==> config.mk <==
export PLATFORM = sky130hd
export DESIGN_NAME = alu_arbiter
export DESIGN_NICKNAME = d
export VERILOG_FILES = /design/src/rtl/alu_ctrl_pkg.sv /design/src/rtl/rr_arbiter.sv /design/src/rtl/alu_arbiter.sv
export SDC_FILE = /design/constraint.sdc
export NUM_CORES = 1
export LEC_CHECK = 0
export ABC_AREA = 1
export CORE_MARGIN = 8
export CORE_UTILIZATION = 44
export CTS_CLUSTER_SIZE = 10
export DETAILED_ROUTE_END_ITERATION = 7
export PLACE_DENSITY = 0.95
export SYNTH_ARGS = -nofsm -noshare
export SYNTH_HDL_FRONTEND = slang
export SYNTH_HIERARCHICAL = 1
export SYNTH_SLANG_ARGS = --single-unit
==> constraint.sdc <==
create_clock -name clk -period 5.8 [get_ports clk]
set_input_delay 1.16 -clock clk [delete_from_list [all_inputs] [get_ports clk]]
set_output_delay 1.16 -clock clk [all_outputs]
set_load 0.01 [all_outputs]
==> src/rtl/alu_ctrl_pkg.sv <==
// Shared definitions for the ALU arbiter slice: opcode values, arbiter FSM
// state encoding, the bit positions of the captured ALU flags and a helper
// that packs the three flag bits.
package alu_ctrl_pkg;

  localparam logic [2:0] OP_ADD_U = 3'b000;
  localparam logic [2:0] OP_ADD_S = 3'b001;
  localparam logic [2:0] OP_SUB_U = 3'b010;
  localparam logic [2:0] OP_SUB_S = 3'b011;
  localparam logic [2:0] OP_AND   = 3'b100;
  localparam logic [2:0] OP_OR    = 3'b101;
  localparam logic [2:0] OP_XOR   = 3'b110;
  localparam logic [2:0] OP_SHR2  = 3'b111;

  typedef enum logic [1:0] {
    IDLE = 2'd0,
    BUSY = 2'd1,
    RESP = 2'd2
  } arbState_t;

  localparam int FLAG_ZERO  = 0;
  localparam int FLAG_CARRY = 1;
  localparam int FLAG_OVF   = 2;

  // Places the ALU status bits into the {overflow, carryout, zero} response layout.
  function automatic logic [2:0] packFlags(input logic ovf, input logic carry, input logic zero);
    logic [2:0] flags;
    flags            = '0;
    flags[FLAG_OVF]  = ovf;
    flags[FLAG_CARRY] = carry;
    flags[FLAG_ZERO] = zero;
    return flags;
  endfunction

endpackage

==> src/rtl/rr_arbiter.sv <==
// Combinational round-robin picker. Starting one position above the previous
// winner and wrapping around, it returns the first asserted request as a
// one-hot grant plus its binary index. No state lives here, so the block can be
// reused by any unit that keeps its own last-grant register.
module rr_arbiter #(
  parameter int NREQ = 4,
  localparam int IW  = $clog2(NREQ)
) (
  input  logic [NREQ-1:0] i_req,
  input  logic [IW-1:0]   i_lastGrant,
  output logic [NREQ-1:0] o_grant,
  output logic [IW-1:0]   o_index,
  output logic            o_any
);

  // Walk the requesters in priority order beginning just after the last winner.
  always_comb begin
    int idx;
    o_grant = '0;
    o_index = '0;
    o_any   = 1'b0;
    idx     = 0;
    for (int k = 1; k <= NREQ; k++) begin
      idx = (int'(i_lastGrant) + k) % NREQ;
      if (!o_any && i_req[IW'(idx)]) begin
        o_grant[IW'(idx)] = 1'b1;
        o_index           = IW'(idx);
        o_any             = 1'b1;
      end
    end
  end

endmodule

==> src/rtl/alu_arbiter.sv <==
// Shares one registered ALU among NREQ requesters. A request is accepted only
// while idle, the ALU inputs are held while the operation is in flight, and the
// result is captured with its flags and the issuing requester's id, then
// presented until the consumer takes it.
// Optional build macro: ALU_ARB_STATS_EN adds stat_ops, per-requester 16-bit
// saturating counts of completed responses.
module alu_arbiter
  import alu_ctrl_pkg::*;
#(
  parameter int NUMBITS = 16,
  parameter int NREQ    = 4,
  parameter int ALU_LAT = 1,
  localparam int IW     = $clog2(NREQ)
) (
  input  logic                    clk,
  input  logic                    reset,
  input  logic [NREQ-1:0]         req_valid,
  output logic [NREQ-1:0]         req_ready,
  input  logic [NREQ*NUMBITS-1:0] req_a,
  input  logic [NREQ*NUMBITS-1:0] req_b,
  input  logic [NREQ*3-1:0]       req_op,
  output logic [NUMBITS-1:0]      alu_a,
  output logic [NUMBITS-1:0]      alu_b,
  output logic [2:0]              alu_opcode,
  input  logic [NUMBITS-1:0]      alu_result,
  input  logic                    alu_carryout,
  input  logic                    alu_overflow,
  input  logic                    alu_zero,
  output logic                    rsp_valid,
  input  logic                    rsp_ready,
  output logic [IW-1:0]           rsp_id,
  output logic [NUMBITS-1:0]      rsp_result,
  output logic [2:0]              rsp_flags
`ifdef ALU_ARB_STATS_EN
  ,
  output logic [NREQ*16-1:0]      stat_ops
`endif
);

  localparam logic [2:0] LAT = 3'(ALU_LAT);

  arbState_t            r_state;
  arbState_t            w_nextState;
  logic [IW-1:0]        r_lastGrant;
  logic [IW-1:0]        r_busyId;
  logic [2:0]           r_cnt;
  logic [NREQ-1:0]      w_grant;
  logic [IW-1:0]        w_grantIdx;
  logic                 w_anyReq;
  logic                 w_accept;
  logic                 w_capture;
  logic                 w_rspDone;
  logic [NUMBITS-1:0]   w_selA;
  logic [NUMBITS-1:0]   w_selB;
  logic [2:0]           w_selOp;

  rr_arbiter #(
    .NREQ(NREQ)
  ) u_rrArbiter (
    .i_req      (req_valid),
    .i_lastGrant(r_lastGrant),
    .o_grant    (w_grant),
    .o_index    (w_grantIdx),
    .o_any      (w_anyReq)
  );

  assign w_selA  = req_a[w_grantIdx*NUMBITS +: NUMBITS];
  assign w_selB  = req_b[w_grantIdx*NUMBITS +: NUMBITS];
  assign w_selOp = req_op[w_grantIdx*3 +: 3];

  // Advance the arbiter FSM; reset abandons any operation in progress.
  always_ff @(posedge clk) begin
    if (reset) r_state <= IDLE;
    else       r_state <= w_nextState;
  end

  // Idle waits for a request, busy waits out the ALU latency, resp waits for the consumer.
  always_comb begin
    w_nextState = r_state;
    unique case (r_state)
      IDLE:    if (w_anyReq) w_nextState = BUSY;
      BUSY:    if (r_cnt == 3'd0) w_nextState = RESP;
      RESP:    if (rsp_ready) w_nextState = IDLE;
      default: w_nextState = IDLE;
    endcase
  end

  // Decode handshakes and strobes from the current state.
  always_comb begin
    req_ready = '0;
    rsp_valid = 1'b0;
    w_accept  = 1'b0;
    w_capture = 1'b0;
    w_rspDone = 1'b0;
    unique case (r_state)
      IDLE: begin
        req_ready = w_grant;
        w_accept  = w_anyReq;
      end
      BUSY:    w_capture = (r_cnt == 3'd0);
      RESP: begin
        rsp_valid = 1'b1;
        w_rspDone = rsp_ready;
      end
      default: ;
    endcase
  end

  // Latch the winning operands on accept, count down the ALU latency and capture the response.
  always_ff @(posedge clk) begin
    if (reset) begin
      alu_a       <= '0;
      alu_b       <= '0;
      alu_opcode  <= '0;
      r_lastGrant <= IW'(NREQ - 1);
      r_busyId    <= '0;
      r_cnt       <= '0;
      rsp_id      <= '0;
      rsp_result  <= '0;
      rsp_flags   <= '0;
    end else begin
      if (w_accept) begin
        alu_a       <= w_selA;
        alu_b       <= w_selB;
        alu_opcode  <= w_selOp;
        r_lastGrant <= w_grantIdx;
        r_busyId    <= w_grantIdx;
        r_cnt       <= LAT;
      end
      if (r_state == BUSY && r_cnt != 3'd0) begin
        r_cnt <= r_cnt - 3'd1;
      end
      if (w_capture) begin
        rsp_id     <= r_busyId;
        rsp_result <= alu_result;
        rsp_flags  <= packFlags(alu_overflow, alu_carryout, alu_zero);
      end
    end
  end

`ifdef ALU_ARB_STATS_EN
  logic [15:0] r_statCnt [NREQ];

  // Count completed responses per requester, holding at the maximum value.
  always_ff @(posedge clk) begin
    if (reset) begin
      for (int i = 0; i < NREQ; i++) r_statCnt[i] <= '0;
    end else if (w_rspDone && r_statCnt[rsp_id] != 16'hFFFF) begin
      r_statCnt[rsp_id] <= r_statCnt[rsp_id] + 16'd1;
    end
  end

  for (genvar g = 0; g < NREQ; g++) begin : g_stat
    assign stat_ops[g*16 +: 16] = r_statCnt[g];
  end
`else
  // Without the statistics option the arbiter carries no counters.
`endif

endmodule

==> results.tsv <==
metric	value	unit
place.gp.congestion	0.853	
stdcell_area	6760	um^2
ys_seq_area_share	29.7	%
outcome	finished, final reports clean	
clk_latency	0.33	ns
io_pins	227	
die-height	116	um
cp.depth	13	
cts_hold_buf	0	
peakVddDrop	0.582	mV
synth_compound_area_share	11.6	%
max_freq	0.233	GHz
numPortBuffers	226	
slowest_delay	0.56	ns
synth_top_area_share	29.7	%
p_per_area	614	nW/um^2
die-area	13400	um^2
cts_setup_buffers	0	
synth_area_leaders	dfxtp_1 (30%), nand2_1 (27%), nand3_1 (9.8%)	
antenna_left	0	
yosys_warnings	6	
synth_area	4370	um^2
cts_tree	built	
worstMarginPinSlew	1.12	ns
synthToLayoutAreaGrowth	54.5	%
layout.nets	1066	
final_hold_viol_count	0	
max-slew-margin-rel	25.2	%
coreArea	9730	um^2
cp.arrival	3.14	ns
cts_root_buf	clkbuf_8	
critical_path.slowest_cell	clkdlybuf4s50_1	
grt_max_degree	71	
clkSinkCount	65	
cp_max_fo	6	
cp-start-kind	primary input	
grt_overflow	0	
grt_usage	22.0	%
setup_viol	0	
fillCellCount	836	
final_layout_size_suffix_gt1_share	9.05	%
drcViolationCount	0	
clock_tree.buffer_depth	2	
multi_input_area	2520	um^2
drtIter0Drc	305	
dp_slack	1.53	ns
slew_viol_final	0	
final-seq-area	1300	um^2
numCtsBuffers	9	
synth_xor_area_share	0	%
yosys.area_share.simple	42.9	%
whs	0.468	ns
syn-instance-count	692	
clock_skew	0.0114	ns
drtPass1Iterations	5	
wl_per_cell	14.9	um
antenna_found_initial	0	
crit_path_frequent_cell	nand2_1	
synthMuxAreaShare	0	%
via_per_inst	4.82	
synth_adder_area_share	2.86	%
syn_nets	868	
setup_ws	1.50	ns
cp.required	4.64	ns
grt_pass1_wl	23800	um
rr_worst_depth	14	
crit_chain	clkdlybuf4s50_1 -> inv_1 -> nand2_1 -> nand3_2 -> nand2_4 -> nor2_4 -> nand2_1 -> nand2_1 -> nor2_1 -> nand2_1 -> inv_1 -> nor2_1 -> clkdlybuf4s50_1	
grt_pass1_vias	4817	
die_w	116	um
cts_max_level	3	
start_util	45.0	%
synth_top_family_by_area	simple AND/OR/NAND/NOR gates	
antennaDiodeCount	0	
placed_area	6530	um^2
vias	4955	
period_share	74.1	%
dpl.hpwl	11700	um
cp_top_family	buffers and inverters	
finalSetupTns	0	ns
crit_type	primary input to primary output	
path_buf_inv	4	
period_minus_slack	4.30	ns
ys_ff_latch	65	
synth_top_area_cell	dfxtp_1	
floorplan.rows	36	
synth.distinct_cells	26	
routed_wl	15300	um
path_clk_slew	0.07	ns
drv_cap	0	
end_kind	primary output	
min_path_type	flop to flop	
grt_setup_unrepaired	no	
syn_area_per_cell	6.32	um^2
holdPathStages	2	
cts.repair.resized	0	
p_leak	3.00	nW
-- worst paths after layout --
kind / end / slack, ns / from
worst max-delay path: req_ready[3] / 1.50 / req_valid[0]
worst min-delay path: rsp_result[0] / 0.47 / rsp_result[0]
worst max register to register: alu_a[15] / 2.25 / r_lastGrant[0]
worst min register to register: rsp_result[0] / 0.47 / rsp_result[0]
-- state kept, by name (all words and copies together), names as in the netlist --
| signal | flops |
|---|---|
| alu_opcode | 3 |
| alu_b | 16 |
| r_lastGrant | 2 |
| r_state | 2 |
| rsp_result | 16 |
| alu_a | 16 |
| rsp_id | 2 |
| r_busyId | 2 |
| rsp_flags | 3 |
| r_cnt | 3 |
-- worst register-to-register path, stage by stage, from the launching register on --
cell and delay (ns):
dfxtp_1 0.75, inv_8 0.13, ha_1 0.52, inv_2 0.08, nand3_2 0.14, nand2_4 0.08, inv_2 0.08, nor2_1 0.04
a21oi_1 0.19, nand3_2 0.15, inv_2 0.83, nand2_1 0.19, nand3_1 0.14, nand2_1 0.08, a21oi_2 0.10
-- metal layers --
metal	routed length, um	track usage, %	share of wire (%)	vias to the layer above
met5	0	0	0	-
li1	-	-	-	2549
met4	113	3.80	0.74	0
met2	7790	40.4	51	176
met1	6270	25.1	41	2220
met3	1110	6.15	7.3	10
-- through the flow --
step                utilization, %  power, W  instances
floorplan                        -   0.00305        692
global placement              67.1   0.00367       1012
detailed placement            67.1   0.00375       1012
CTS                           69.5   0.00419       1028
global route                  69.5   0.00457       1028
finish                        69.5   0.00415       1028
-- where the power goes --
part           leakage [nW]  total [W]  switching (W)  internal (W)
Sequential            0.537   0.000722       0.000108      0.000614
Combinational          2.34    0.00299        0.00190       0.00109
Clock                 0.115   0.000435       0.000171      0.000264
-- placed cells by master (no fill, tap or decap) --
master           Yosys  final
buf_4                8      3
nand2_2              2      2
a21boi_1             3      3
nor2_1              12     12
o21a_1               1      1
o21ai_4              1      1
a21oi_2             30     30
bufinv_16            0      2
a21o_1               1      1
nand2_4              7      7
inv_1               58     58
dfxtp_1             65     65
nand2_1            314    314
nand3_1             86     84
inv_8                1      1
nor2_4               2      2
nand4_1              2      2
a21oi_1             37     37
clkbuf_8             0     11
clkinvlp_4           0      1
inv_2                8      8
nor2_2               2      2
o21ai_0              1      1
ha_1                10     10
clkdlybuf4s50_1      0    226
nand3_4              2      2
nand3_2              5      7
clkinv_2             0      2
-- cells by family (layout without fill, tap and decap cells) --
logic type      after synthesis  count (layout)
compound gates               74              74
fa+ha+maj                    10              10
buf+inv                     109             312
flops                        65              65
simple gates                434             434
-- cell usage after synthesis (all sizes together) --
library cell	count
a21boi	3
a21o	1
a21oi	67
buf	36
clkbuf	6
dfxtp	65
ha	10
inv	67
nand2	323
nand3	93
nand4	2
nor2	16
o21a	1
o21ai	2
-- cell type report --
cell class                 instances  area share [%]
clock buffer                      11            2.24
clock inverter                     5            1.15
inverter                          67            3.83
multi-input combinational        518            37.3
sequential                        65            19.2
tap                              133            2.46
timing repair buffer             229            33.8
(Power assumes the default switching activity.)
